**src/rtl/turn_scheduler.sv**
```systemverilog
// Turn scheduler: sequences manual/automatic player attacks, board checks
// and game-over for a multi-player board game.
// Ports: clk, rst (async, active-high); start, first_player, auto_mask,
//   alive, attack_done, gameover in; en_attack, en_auto, en_check,
//   cur_player, timer, turn_count, done, state_o out.
module turn_scheduler #(
  parameter  int NUM_PLAYERS    = 2,
  parameter  int TIMEOUT_CYCLES = 1000,
  localparam int PW = (NUM_PLAYERS > 2) ? $clog2(NUM_PLAYERS) : 1,
  localparam int TW = $clog2(TIMEOUT_CYCLES + 1)
) (
  input  logic                   clk,
  input  logic                   rst,
  input  logic                   start,
  input  logic [PW-1:0]          first_player,
  input  logic [NUM_PLAYERS-1:0] auto_mask,
  input  logic [NUM_PLAYERS-1:0] alive,
  input  logic                   attack_done,
  input  logic                   gameover,
  output logic [NUM_PLAYERS-1:0] en_attack,
  output logic                   en_auto,
  output logic                   en_check,
  output logic [PW-1:0]          cur_player,
  output logic [TW-1:0]          timer,
  output logic [15:0]            turn_count,
  output logic                   done,
  output logic [2:0]             state_o
);

  typedef enum logic [2:0] {
    IDLE   = 3'd0,
    ATTACK = 3'd1,
    AUTO   = 3'd2,
    CHECK  = 3'd3,
    OVER   = 3'd4
  } state_t;

  state_t                   state, state_n;
  logic [NUM_PLAYERS-1:0]   auto_q;
  logic [PW-1:0]            fp_c;
  logic [PW-1:0]            nxt;
  logic [PW-1:0]            cand;
  logic                     found;

  // Out-of-range starting player falls back to player 0.
  assign fp_c = (int'(first_player) < NUM_PLAYERS) ? first_player : '0;

  // First live player after cur_player, wrapping; keeps cur if none.
  always_comb begin
    nxt   = cur_player;
    found = 1'b0;
    cand  = '0;
    for (int k = 1; k < NUM_PLAYERS; k++) begin
      cand = PW'((int'(cur_player) + k) % NUM_PLAYERS);
      if (!found && alive[cand]) begin
        nxt   = cand;
        found = 1'b1;
      end
    end
  end

  always_ff @(posedge clk or posedge rst) begin
    if (rst) state <= IDLE;
    else     state <= state_n;
  end

  always_comb begin
    state_n = state;
    unique case (state)
      IDLE:
        if (start)
          state_n = auto_mask[fp_c] ? AUTO : ATTACK;
      ATTACK:
        if (attack_done)           state_n = CHECK;
        else if (timer == TW'(1))  state_n = AUTO;
      AUTO:
        if (attack_done) state_n = CHECK;
      CHECK:
        if (gameover) state_n = OVER;
        else          state_n = auto_q[nxt] ? AUTO : ATTACK;
      OVER:    state_n = OVER;
      default: state_n = IDLE;
    endcase
  end

  always_ff @(posedge clk or posedge rst) begin
    if (rst) begin
      cur_player <= '0;
      timer      <= '0;
      turn_count <= '0;
      auto_q     <= '0;
    end else begin
      if (state == IDLE && start) begin
        auto_q     <= auto_mask;
        cur_player <= fp_c;
      end
      if (state == CHECK) begin
        if (turn_count != 16'hFFFF)
          turn_count <= turn_count + 16'd1;
        if (!gameover)
          cur_player <= nxt;
      end
      // Reload on entry to ATTACK, count down while in it, else 0.
      if (state_n == ATTACK && state != ATTACK)
        timer <= TW'(TIMEOUT_CYCLES);
      else if (state == ATTACK && state_n == ATTACK)
        timer <= timer - TW'(1);
      else
        timer <= '0;
    end
  end

  always_comb begin
    en_attack = '0;
    en_attack[cur_player] = (state == ATTACK);
    en_auto  = (state == AUTO);
    en_check = (state == CHECK);
    done     = (state == OVER);
    state_o  = state;
  end

endmodule

```
**config.mk**
```make
export PLATFORM = sky130hd
export DESIGN_NAME = turn_scheduler
export DESIGN_NICKNAME = d
export VERILOG_FILES = /design/src/rtl/turn_scheduler.sv
export SDC_FILE = /design/constraint.sdc
export NUM_CORES = 1
export LEC_CHECK = 0
export CORE_MARGIN = 2
export CORE_UTILIZATION = 48
export CTS_CLUSTER_SIZE = 28
export DETAILED_ROUTE_END_ITERATION = 7
export PLACE_DENSITY = 0.88
export SLEW_MARGIN = 5
export SYNTH_ARGS = -nofsm -noshare
export SYNTH_HDL_FRONTEND = slang
export SYNTH_SLANG_ARGS = --single-unit
```
**constraint.sdc**
```tcl
create_clock -name clk -period 2.2 [get_ports clk]
set_input_delay 0.44 -clock clk [delete_from_list [all_inputs] [get_ports clk]]
set_output_delay 0.44 -clock clk [all_outputs]
set_load 0.02 [all_outputs]
```
==> flow_summary.yaml, run 1 <==
placed_design:
  io_buffers: 44
  gp_congestion: 0.784
  placed_area_um2: 2290
  dp.cells: 267
  dpl.hpwl_um: 2800
yosys:
  synthFlopType: "dfrtp_1"
  ys_types: 46
  synth_seq_cells: 32
  synth_edf_count: 0
  syn-num-nets: 186
  syn_area_um2: 1750
  syn_area_per_cell_um2: 10.1
  async_flop_share_pct: 100
  synth_seq_area_share_pct: 45.7
  synthCells: 173
  synth_warnings: 0
floorplan:
  die-area_um2: 4150
  die_width_um: 64.4
  start_util_pct: 51.3
  die_h_um: 64.4
  io_pins: 45
  core_area_um2: 3420
  rows: 21
global_routing:
  track_usage_pct: 19.0
  grt_pass1_vias: 1351
  overflow: 0
  grt_pass1_wl_um: 6030
  grt_max_degree: 33
  grt_antenna_before_repair: 0
sta:
  rsz0062_at_grt: "no"
  tns_ns: 0
  finalSetupViolations: 0
  fin_skew_ns: 0.00717
  final_hold_viol_count: 0
  relSlewSlack_pct: 69.8
  timing.final.crit_period_ns: 2.06
  worst_slew_pin_slew_ns: 0.451
  slew_viol_final: 0
  fin_crit_sh_pct: 93.9
  fmax_mhz: 484
critical_path:
  worst_setup_path_end_kind: "primary output"
  critPathLaunchType: "register"
  path_class: "register to primary output"
  cp_data_required_time_ns: 1.76
  rr_endpoint: "state_o[0]$_DFF_PP0_"
  path_buf_inv: 1
  r2r_cells: 6
  arrival_ns: 1.62
  r2r_setup_slack_ns: 0.22
  slowest_delay_ns: 0.43
  crit_chain: "or3_1 > nor2_1 > clkdlybuf4s15_1"
  timing.rr.start: "timer[1]$_DFF_PP0_"
  critPathSlowestCell: "or3_1"
  worst-path-max-fanout: 4
  cp_top_family: "simple AND/OR/NAND/NOR gates"
layout:
  multiInputGateArea_um2: 896
  fillers: 270
  seq_area_um2: 801
  drive_above_1_share_pct: 15.7
  area_growth_pct: 33.8
  final_cells: 275
  design_area_um2: 2340
  nNetsFinal: 241
  antenna_cells: 0
clocking:
  tritoncts: "yes"
  cts-hold-fix-buffers: 0
  clock_path_buffers: 2
  cts_made_buffers: 5
  path_clk_slew_ns: 0.10
  clock-sinks: 32
  clockRootBuffer: "clkbuf_4"
  cts_max_level: 2
  clk_latency_ns: 0.33
detailed_routing:
  wire_per_inst_um: 13.2
  num_vias: 1410
  drt_pass1_iterations: 4
  drc: 0
  totalWireLength_um: 3630
  drt_iter0_markers: 31
  vias_per_cell: 5.13
  ant_nets: 0
power_and_ir_drop:
  powerDensity_nw_per_um2: 1230
  p_leak_nw: 1.04
  p_total_w: 0.00289
  irDropWorstVdd_v: 0.000787
status:
  outcome: "finished, final reports clean"
flow_run:
  maxCapViolCount: 0
hold_path:
  hold_path.class: "input port to asynchronous set/reset pin"
[worst max path at each step]
stage                          from                    to  slack, ns  cells past startpoint
3_5_place_dp               alive[0]    timer[8]$_DFF_PP0_       0.03                      6
3_3_place_gp               alive[0]  state_o[0]$_DFF_PP0_       0.08                      6
6_report       state_o[2]$_DFF_PP0_          en_attack[1]       0.14                      3
5_1_grt        state_o[2]$_DFF_PP0_          en_attack[1]      0.008                      3
4_1_cts        state_o[2]$_DFF_PP0_          en_attack[1]       0.09                      3
2_1_floorplan    timer[1]$_DFF_PP0_  state_o[0]$_DFF_PP0_       0.32                      6
[routing by layer]
| metal | vias to the layer above | wire (um) | GRT usage (%) |
|---|---|---|---|
| li1 | 718 | - | - |
| met1 | 661 | 1620 | 23.1 |
| met2 | 27 | 1830 | 32.9 |
| met3 | 4 | 139 | 3.65 |
| met4 | 0 | 43 | 7.98 |
| met5 | - | 0 | 0 |
[worst min-delay path, delay by kind of cell]
| kind | cells | cell delay, ns |
|---|---|---|
| buffers and inverters | 3 | 0.79 |
[cells in the mapped netlist, types with 2 or more instances]
master   count  share of area, %
a21oi_1     10               2.9
a31oi_1      3               1.1
and3_1       3               1.1
buf_2        3              0.86
dfrtp_1     32                46
ha_1         3               2.1
inv_1        9               1.9
inv_2        2              0.43
mux2_1       2               1.3
mux2_2       3               1.9
nand2_1     15               3.2
nand3_1      8               2.3
nand4_1      2              0.71
nor2_1      22               4.7
nor2_2       4               1.4
nor3b_1      2              0.86
nor4_4       2               2.4
o21ai_1      2              0.57
o31a_1       2               1.0
or3_1        2              0.71
or4_4        2               1.3
xnor2_1      8               4.0
xor2_1       9               4.5
[logic make-up (layout without fill, tap and decap cells)]
logic type,after synthesis,after routing,synth area share [%]
AND/OR/NAND/NOR,74,74,25.8
flip-flops,32,32,45.7
AO/OA/AOI/OAI,28,28,11.4
XOR/XNOR,17,17,8.49
buffers and inverters,14,70,3.21
multiplexers,5,5,3.21
adder cells (fa/ha/maj),3,3,2.14
[through the flow]
step	utilization [%]	hold WS, ns	worst slack [ns]
2_1_floorplan	-	0.471	0.319
4_1_cts	68.6	0.481	0.0869
6_report	68.6	0.477	0.135
3_3_place_gp	67.0	0.477	0.0767
5_1_grt	68.6	0.530	0.00837
3_5_place_dp	67.0	0.493	0.0297
[layout by cell type (no fill, tap or decap), types with 2 or more instances in the layout]
cell type        count
nor3b_1              2
o21ai_1              2
inv_1                9
clkinv_2             2
and3_1               3
a21oi_1             10
ha_1                 3
nor4_4               2
clkdlybuf4s50_1     39
mux2_1               2
dlygate4sd2_1        4
nand4_1              2
xnor2_1              8
clkbuf_4             5
inv_2                2
o31a_1               2
mux2_2               3
nor2_2               4
nand3_1              8
xor2_1               9
nand2_1             15
or4_4                2
a31oi_1              3
buf_4                7
or3_1                2
dfrtp_1             32
nor2_1              22
[power by group]
| part | total (W) | switching, W | internal, W |
|---|---|---|---|
| clock | 0.000345 | 0.000193 | 0.000152 |
| combinational | 0.00160 | 0.000856 | 0.000747 |
| sequential | 0.000937 | 0.000184 | 0.000753 |
[state kept, by name, summed over array words and instances, names as in the netlist]
register	flops
turn_count	16
auto_q	2
state_o	3
cur_player	1
timer	10
[layout make-up]
type | instances | area share (%)
well taps | 46 | 2.45
repair buffers | 51 | 20.8
clock inverters | 2 | 0.427
multi-input cells | 127 | 38.2
inverters | 11 | 1.76
flip-flops and latches | 32 | 34.2
clock buffers | 6 | 2.19
[timing repair]
item / 4_1_cts / 5_1_grt
setup endpoints to repair: 5 / 1
setup buffers: 0 / 0
gates resized for setup: 5 / 1
Note: power is estimated with default switching activity, not from simulation.
==> run 2: changes to the inputs <==
ABC_AREA = 1   (was not set)
CORE_UTILIZATION = 49   (was 48)
RECOVER_POWER = 50   (was not set)
==> run 2 against run 1 <==
Compared with the run above:
- register-to-register slack improved by 0.05 ns
- synthesized cell count rose by 40%
- area after synthesis rose by 5.6%
- sequential power fell by 1%
- first-iteration DRC count rose to 2.9 times the previous value
- die area rose by 3.2%
- via count rose by 17%
==> flow_summary.yaml, run 2 <==
sta:
  fmax_mhz: 482
  timing.final.crit_period_ns: 2.08
  fin_crit_sh_pct: 94.4
  tns_ns: 0
  fin_skew_ns: 0.00414
  final_hold_viol_count: 0
  relSlewSlack_pct: 48.2
  rsz0062_at_grt: "no"
  slew_viol_final: 0
  finalSetupViolations: 0
  worst_slew_pin_slew_ns: 0.777
critical_path:
  worst-path-max-fanout: 5
  r2r_setup_slack_ns: 0.27
  path_class: "register to primary output"
  r2r_cells: 8
  arrival_ns: 1.64
  cp-startpoint: "state_o[2]$_DFF_PP0_"
  rr_endpoint: "turn_count[12]$_DFFE_PP0P_"
  critPathSlowestCell: "clkdlybuf4s50_1"
  cp_data_required_time_ns: 1.76
  critPathLaunchType: "register"
  timing.rr.start: "turn_count[0]$_DFFE_PP0P_"
  crit_chain: "inv_1 > nand3_1 > inv_1 > clkdlybuf4s50_1"
  crit_end: "en_check"
  crit_path_frequent_cell: "inv_1"
  worst_setup_path_end_kind: "primary output"
  slowest_delay_ns: 0.61
clocking:
  postCtsSetupBuffers: 0
  cts-hold-fix-buffers: 0
  tritoncts: "yes"
  clk_latency_ns: 0.28
  cts_resized: 2
  clockRootBuffer: "clkbuf_8"
  cts_max_level: 2
  clock_path_buffers: 2
  clock-sinks: 32
  cts_made_buffers: 5
  path_clk_slew_ns: 0.06
floorplan:
  die_width_um: 65.5
  io_pins: 45
  die-area_um2: 4280
  start_util_pct: 50.9
  core_area_um2: 3630
  die_h_um: 65.5
  rows: 22
status:
  outcome: "finished, final reports clean"
global_routing:
  grt_antenna_before_repair: 0
  track_usage_pct: 20.6
  grt_pass1_wl_um: 6710
  overflow: 0
  grt_max_degree: 33
  grt_pass1_vias: 1588
flow_run:
  maxCapViolCount: 0
yosys:
  ys_types: 25
  synth_edf_count: 0
  synthFlopType: "dfrtp_1"
  synthSimpleGateAreaFrac_pct: 33.9
  synth_mux_area_share_pct: 0
  synthMostInstantiatedCell: "nand2_1"
  synth_xor_area_share_pct: 8.52
  synthCells: 242
  synth_warnings: 0
  synth_seq_cells: 32
  syn_area_per_cell_um2: 7.65
  synth_top_family_by_area: "simple AND/OR/NAND/NOR gates"
  yosys-top-cells-count: "nand2_1 (60), nor2_1 (40), dfrtp_1 (32), inv_1 (29), nand3_1 (16)"
  synth_top_area_cell: "dfrtp_1"
  synth_fa_ha_area_share_pct: 2.03
  syn-num-nets: 255
  async_flop_share_pct: 100
  synth_seq_area_share_pct: 43.3
  yosys-top-cells-area: "dfrtp_1 (43%), nand2_1 (12%), nor2_1 (8.1%), inv_1 (5.9%), xor2_1 (5.7%)"
  synth-compound-area-share_pct: 4.73
  synth_top_area_share_pct: 43.3
  syn_area_um2: 1850
detailed_routing:
  drc: 0
  totalWireLength_um: 3940
  num_vias: 1651
  wire_per_inst_um: 11.6
  drt_pass1_iterations: 4
  ant_nets: 0
  drt_iter0_markers: 91
  vias_per_cell: 4.84
layout:
  layout_commonest_cell: "nand2_1"
  area_growth_pct: 29.7
  nNetsFinal: 306
  antenna_cells: 0
  final_cells: 341
  final_cell_mix: "nand2_1 (62), nor2_1 (42), clkdlybuf4s50_1 (41)"
  seq_area_um2: 801
  fin_util_pct: 66.0
  largest_reg_flops: 16
  fillers: 325
  drive_above_1_share_pct: 7.17
  multiInputGateArea_um2: 891
  regMostFlops: "turn_count"
  design_area_um2: 2400
placed_design:
  io_buffers: 44
  gp_congestion: 0.881
  placed_area_um2: 2350
  dpl.hpwl_um: 2970
  dp.cells: 334
power_and_ir_drop:
  powerDensity_nw_per_um2: 1170
  p_total_w: 0.00282
  irDropWorstVdd_v: 0.000572
  p_leak_nw: 1.16
hold_path:
  hold_path.class: "register to register"
  worstHoldStart: "timer[0]$_DFF_PP0_"
run 2: changes by cell type in the layout (fill, tap and decap cells not counted), moves of 4 or more:
cell and change:
o21ai_0 +5, a21oi_1 -5, clkbuf_8 +4, inv_1 +20
nand2_1 +47, nor2_1 +20, buf_4 -6, clkbuf_4 -5
nand3_1 +10
run 2: routing by layer:
| metal | vias up | global-route usage, % | routed length [um] |
|---|---|---|---|
| met1 | 736 | 23.8 | 1730 |
| met2 | 51 | 35.5 | 1950 |
| met4 | 0 | 8.07 | 44 |
| met3 | 6 | 6.51 | 214 |
| li1 | 858 | - | - |
| met5 | - | 0 | 0 |
run 2: cell type report:
class	count	area share (%)
Sequential cell	32	33.4
Clock inverter	1	0.209
Inverter	32	5.01
Multi-Input combinational cell	176	37.1
Clock buffer	6	3.02
Timing Repair Buffer	46	18.8
Tap cell	48	2.50
run 2: cell families after synthesis:
family	count (synthesis)
AND/OR/NAND/NOR	139
adder cells (fa/ha/maj)	3
buffers and inverters	34
flip-flops	32
XOR/XNOR	18
AO/OA/AOI/OAI	16
run 2: critical path: cells and delay by family, from the launching register on:
family                 cells  cell delay, ns
buffers and inverters      3            0.86
flip-flops                 1            0.40
AND/OR/NAND/NOR            1            0.10
run 2: metrics by stage:
stage                     hold WS [ns]  worst slack [ns]
final                            0.489             0.124
after global routing             0.532            0.0507
after CTS                        0.495            0.0754
after detailed placement         0.486             0.271
after global placement           0.475             0.301
after floorplan                  0.504             0.517
run 2: power breakdown:
part | leakage [nW] | total [W] | switching, W | internal, W
combinational | 0.690 | 0.00147 | 0.000872 | 0.000601
sequential | 0.425 | 0.000925 | 0.000176 | 0.000749
clock | 0.0410 | 0.000419 | 0.000204 | 0.000214
run 2: worst min-delay path by stage:
stage,to,slack [ns],cells after the start
floorplan,auto_q[0]$_DFFE_PP0P_,0.50,2
global placement,timer[0]$_DFF_PP0_,0.48,1
detailed placement,timer[0]$_DFF_PP0_,0.49,1
CTS,timer[0]$_DFF_PP0_,0.50,1
global route,timer[0]$_DFF_PP0_,0.53,1
finish,timer[0]$_DFF_PP0_,0.49,1
